<file path="src/rtl/div_4bits_seq.sv">
// Sequential restoring divider: one quotient bit per clock.
// Operands enter via start; results pulse out on done.
module div_4bits_seq #(
  parameter int WIDTH = 4
) (
  input  logic             clk,
  input  logic             rst,
  input  logic             start,
  input  logic [WIDTH-1:0] dividend,
  input  logic [WIDTH-1:0] divisor,
  output logic             busy,
  output logic             done,
  output logic [WIDTH-1:0] quotient,
  output logic [WIDTH-1:0] remainder,
  output logic             div_by_zero
);

  localparam int CW = $clog2(WIDTH + 1);

  typedef enum logic [1:0] {
    IDLE,
    RUN,
    DONE
  } state_e;

  state_e           state_q;
  logic [WIDTH-1:0] q_q;
  logic [WIDTH-1:0] d_q;
  logic [WIDTH:0]   r_q;
  logic [CW-1:0]    cnt_q;
  logic [WIDTH-1:0] quot_q;
  logic [WIDTH-1:0] rem_q;
  logic             dbz_q;

  logic [WIDTH:0]   shift_d;
  logic [WIDTH:0]   diff_d;
  logic [WIDTH:0]   r_d;
  logic [WIDTH-1:0] q_d;
  logic             accept;
  logic             last;

  // One restoring step: keep the difference only if it did not borrow.
  always_comb begin
    shift_d = {r_q[WIDTH-1:0], q_q[WIDTH-1]};
    diff_d  = shift_d - {1'b0, d_q};
    r_d     = diff_d;
    q_d     = {q_q[WIDTH-2:0], 1'b1};
    if (diff_d[WIDTH]) begin
      r_d = shift_d;
      q_d = {q_q[WIDTH-2:0], 1'b0};
    end
  end

  assign accept = start && (state_q != RUN);
  assign last   = (cnt_q == CW'(WIDTH - 1));

  always_ff @(posedge clk) begin
    if (rst) begin
      state_q <= IDLE;
      q_q     <= '0;
      d_q     <= '0;
      r_q     <= '0;
      cnt_q   <= '0;
      quot_q  <= '0;
      rem_q   <= '0;
      dbz_q   <= 1'b0;
    end else if (accept) begin
      q_q   <= dividend;
      d_q   <= divisor;
      r_q   <= '0;
      cnt_q <= '0;
      dbz_q <= 1'b0;
      if (divisor == '0) begin
        state_q <= DONE;
        quot_q  <= '1;
        rem_q   <= dividend;
        dbz_q   <= 1'b1;
      end else begin
        state_q <= RUN;
      end
    end else begin
      case (state_q)
        RUN: begin
          r_q   <= r_d;
          q_q   <= q_d;
          cnt_q <= cnt_q + 1'b1;
          if (last) begin
            quot_q  <= q_d;
            rem_q   <= r_d[WIDTH-1:0];
            state_q <= DONE;
          end
        end
        DONE:    state_q <= IDLE;
        default: state_q <= IDLE;
      endcase
    end
  end

  assign busy        = (state_q == RUN);
  assign done        = (state_q == DONE);
  assign quotient    = quot_q;
  assign remainder   = rem_q;
  assign div_by_zero = dbz_q;

endmodule

</file>
<file path="config.mk">
export PLATFORM = sky130hd
export DESIGN_NAME = div_4bits_seq
export DESIGN_NICKNAME = d
export VERILOG_FILES = /design/src/rtl/div_4bits_seq.sv
export SDC_FILE = /design/constraint.sdc
export NUM_CORES = 1
export LEC_CHECK = 0
export BUFFER_PORTS_ARGS = -buffer_cell sky130_fd_sc_hd__buf_2
export CAP_MARGIN = 40
export CORE_MARGIN = 5
export CORE_UTILIZATION = 50
export DETAILED_ROUTE_END_ITERATION = 10
export GPL_TIMING_DRIVEN = 0
export PLACE_DENSITY = 0.79
export SLEW_MARGIN = 20
export SYNTH_ARGS = -nofsm -noshare
export SYNTH_HDL_FRONTEND = slang
export SYNTH_SLANG_ARGS = --single-unit
export TNS_END_PERCENT = 10
</file>
<file path="constraint.sdc">
create_clock -name clk -period 4.5 [get_ports clk]
set_input_delay 0.45 -clock clk [delete_from_list [all_inputs] [get_ports clk]]
set_output_delay 0.45 -clock clk [all_outputs]
set_load 0.05 [all_outputs]
</file>
# After elaboration in Yosys (flattened, before gate mapping)
# Index checks and enable logic that the tools add are counted.
# classes
n_addsub,2
n_eq_ne,6
mux,17
n_reduce_logical,6
# ops
operator,n
$mux W4,11
$mux W2,4
$sub A5 B4 Y5,1
$logic_not A4 Y1,1
$ne A2 B1 Y1 const B,2
$reduce_bool A2 Y1,2
$add A3 B1 Y3 const B,1
$eq A3 B2 Y1 const B,1
$ne A3 B1 Y1 const B,1
$reduce_and A3 Y1,1
$eq A2 B1 Y1 const B,1
$eq A2 B2 Y1 const B,1
$mux W1,2
$reduce_or A2 Y1,1
$logic_and A1 B1 Y1,1
# word_totals
register_bits,26
output_inout_bits,11
wordCells,39

# Depth between registers and ports, before layout
# depth
word_depth,5
depth_mapped,8
depth_no_buf,8

# Worst setup path before layout
# OpenSTA, ideal clock, no wires.
# synth_path
path_type,reg2reg
start,reg q_q[3]
end,reg r_q[0]
t_arrival_ns,2.189
path_slack_ns,2.235
path_stages_with_launch,9
n_path_buf,0
period_less_slack_ns,2.265
path_cell_list,dfxtp_1 -> inv_1 -> ha_1 -> fa_1 -> nand2b_1 -> a21oi_1 -> xor2_2 -> mux2_2 -> o21ai_0
# synth_between
elab_chain_cells,2
# synth_rtl
element,line,rtl
from (decl),27,logic [WIDTH-1:0] q_q;
from (signal assigned),68,q_q <= dividend;
from (signal assigned),85,q_q <= q_d;
$sub A5 B4 Y5,45,"diff_d = shift_d - {1'b0, d_q};"
$mux W4 (*),48,if (diff_d[WIDTH]) begin
to (signal assigned),84,r_q <= r_d;
to (decl),29,logic [WIDTH:0] r_q;
# Mark *: on every way between the ends. The rest lies on a longest branch, timed or not.
# A chain may end at the register's enable or synchronous reset.

# Worst setup path after layout
# layout_path
start,reg q_q[3]
end,reg r_q[1]
# layout_between
elab_chain_cells,2
# layout_rtl
element,line
$sub A5 B4 Y5,45
$mux W4,48
# Every way passes these cells.

==> metrics.yaml <==
status: "complete, no violations"
cp.arrival_ns: 2.86
hold_buffers: 0
syn_to_final_growth_pct: 14.6
core_area_sq_um: 2480
cts_buffers: 3
hold_class: "in -> reg"
vias: 1082
layout_commonest_cell: "dfxtp_1"
path_clk_slew_ns: 0.15
critical_path_class: "reg -> reg"
worst_r2r_endpoint: "r_q[1]"
grt-ovfl-total: 0
ff2ff_setup_slack_ns: 1.90
cts_resized: 0
ios: 22
fin_setup_tns_ns: 0
rows: 18
die_w_microns: 61.0
period_needed_ns: 2.60
finalCritPeriodShare_pct: 57.7
clockBufferDepth: 2
worst-path-max-fanout: 10
cts_sinks: 26
ys_seq_elements: 26
finalSetupViolCount: 0
seq_area_frac_synth_pct: 40.0
pwr-share-comb_pct: 20.6
seq_power_share_pct: 47.9
die_h_microns: 61.0
hold_viol: 0
route.detailed.drc: 0
syn_inst: 152
nets: 195
ys_warn_count: 0
tightest_slew_ns: 0.570
io_buffers: 20
drt_iter0_drc: 23
grt_antenna_before_repair: 0
p_leak_nw: 0.640
met1_usage_pct: 22.4
drive_gt1_share_pct: 20.5
grt_usage_pct: 16.4
p_sw_mw: 0.148
synth.avg_cell_area_sq_um: 8.57
gp_congestion: 0.832
met3_usage_pct: 2.52
postRouteAntennaNets: 0
dieArea_sq_um: 3730
r2r_cells: 8
rsz0062_at_grt: "false"
top_usage_layer: "met2"
cts_tree: "yes"
final-max-slew-violation-count: 0
vias_per_cell: 5.25
syn-cell-area_sq_um: 1300
powerDensity_nw_per_um2: 350
grt_max_degree: 16
maxSlewHeadroom_pct: 62.0
grt_pass1_wl_microns: 4570
final_cells: 206
cts_max_level: 1
power_mw: 0.523
cap_violations: 0
cts-root-buf: "clkbuf_4"
wl_microns: 2690
clkPwrFrac_pct: 31.5
initial_core_util_pct: 52.6
wl_per_cell_microns: 13.1
dp_cells: 202
yosysUniqueCellTypes: 32
timing.rr.start: "q_q[3]"
p_int_mw: 0.374
worstPathRequired_ns: 4.76
swShare_pct: 28.4
synthesis.nets: 170
end_kind: "flop"
hp-start: "divisor[3]"
clock_skew_ns: 0.0125
grt_pass1_vias: 1031
clk_latency_ns: 0.34
whs_endpoint: "d_q[3]"
final_core_util_pct: 60.3
postCtsSetupBuffers: 0
startpoint_type: "flop"
fmax_mhz: 385
grt_util_met2_pct: 25.8
layout.cells.most_common_list: "dfxtp_1 (26), nor2_1 (24), buf_2 (20)"
n_antenna_cell: 0
ir_worst_vdd_mv: 0.231
fill_cells: 228
dp_hpwl_microns: 2090
whs_path_depth: 3
drt_pass1_iterations: 4
per-layer routing:
metal	share of wire, %	wire length (microns)
met2	46	1250
met4	0.78	21
met1	47	1250
met3	6.1	164
met5	0	0
worst max-delay path, cell delays in order (launching register included):
cell      delay, ns
dfxtp_1        0.36
inv_1          0.07
ha_1           0.23
fa_1           0.41
nand2b_1       0.16
a21oi_1        0.23
xor2_2         0.50
mux2_2         0.39
o21ai_0        0.16
sequential cells by signal (all words and copies together) (netlist names):
name and cells:
cnt_q 3, r_q 4, div_by_zero 1, state_q 2
remainder 4, d_q 4, q_q 4, quotient 4
cells in the mapped netlist, drive strengths merged:
master	count	area, sq um
fa	1	20.0
nand2b	4	25.0
nand4b	1	8.76
mux2i	8	80.1
xor2	2	25.0
or3	1	11.3
nor3	4	20.0
nor2	26	103
ha	6	75.1
or3b	1	8.76
buf	3	22.5
and2	1	6.26
a211oi	5	37.5
clkbuf	4	15.0
xnor2	2	17.5
a311oi	3	38.8
nand2	20	82.6
dfxtp	26	521
mux2	2	22.5
nor2b	1	6.26
inv	8	30.0
a21oi	12	60.1
o211ai	1	7.51
or4	2	18.8
nand3	2	10.0
o21ai	6	30.0
per-stage QoR:
step	worst slack, ns	cell area [sq um]	hold WS, ns
final	1.90	1490	0.359
after global routing	1.75	1490	0.346
after CTS	1.88	1490	0.347
after detailed placement	1.91	1440	0.463
after global placement	2.01	1440	0.449
after floorplan	2.24	1300	0.436
power groups by stage:
stage	registers [mW]	clock network, mW	logic (mW)
2_1_floorplan	0.258	0	0.0789
3_3_place_gp	0.254	0	0.104
3_5_place_dp	0.255	0	0.108
4_1_cts	0.250	0.166	0.108
5_1_grt	0.252	0.176	0.120
6_report	0.250	0.165	0.108
cells by family (layout without fill, tap and decap cells):
group	Yosys count	in the layout	share of synthesized area, %
compound gates	27	27	13.4
xor+xnor	4	4	3.27
fa+ha+maj	7	7	7.30
buf+inv	15	39	5.19
flops	26	26	40.0
mux	10	10	7.88
simple gates	63	63	23.1
layout make-up:
type / count / area, sq um / share of cell area, %
multi-input combinational: 111 / 714 / 47.9
clock buffer: 3 / 22.5 / 1.51
sequential: 26 / 520 / 34.9
tap: 30 / 37.5 / 2.51
timing repair buffer: 20 / 100 / 6.71
clock inverter: 1 / 30.0 / 2.01
inverter: 8 / 30.0 / 2.01
buffer: 7 / 37.5 / 2.51
worst max-delay path by stage:
| stage | from | to | slack [ns] | depth (start not counted) |
|---|---|---|---|---|
| detailed placement | q_q[3] | r_q[1] | 1.91 | 8 |
| finish | q_q[3] | r_q[1] | 1.90 | 8 |
| CTS | q_q[3] | r_q[1] | 1.88 | 8 |
| global placement | q_q[3] | r_q[0] | 2.01 | 8 |
| floorplan | q_q[3] | r_q[0] | 2.24 | 8 |
| global route | q_q[3] | r_q[0] | 1.75 | 8 |
No activity file was read; power rests on OpenSTA's default activity.
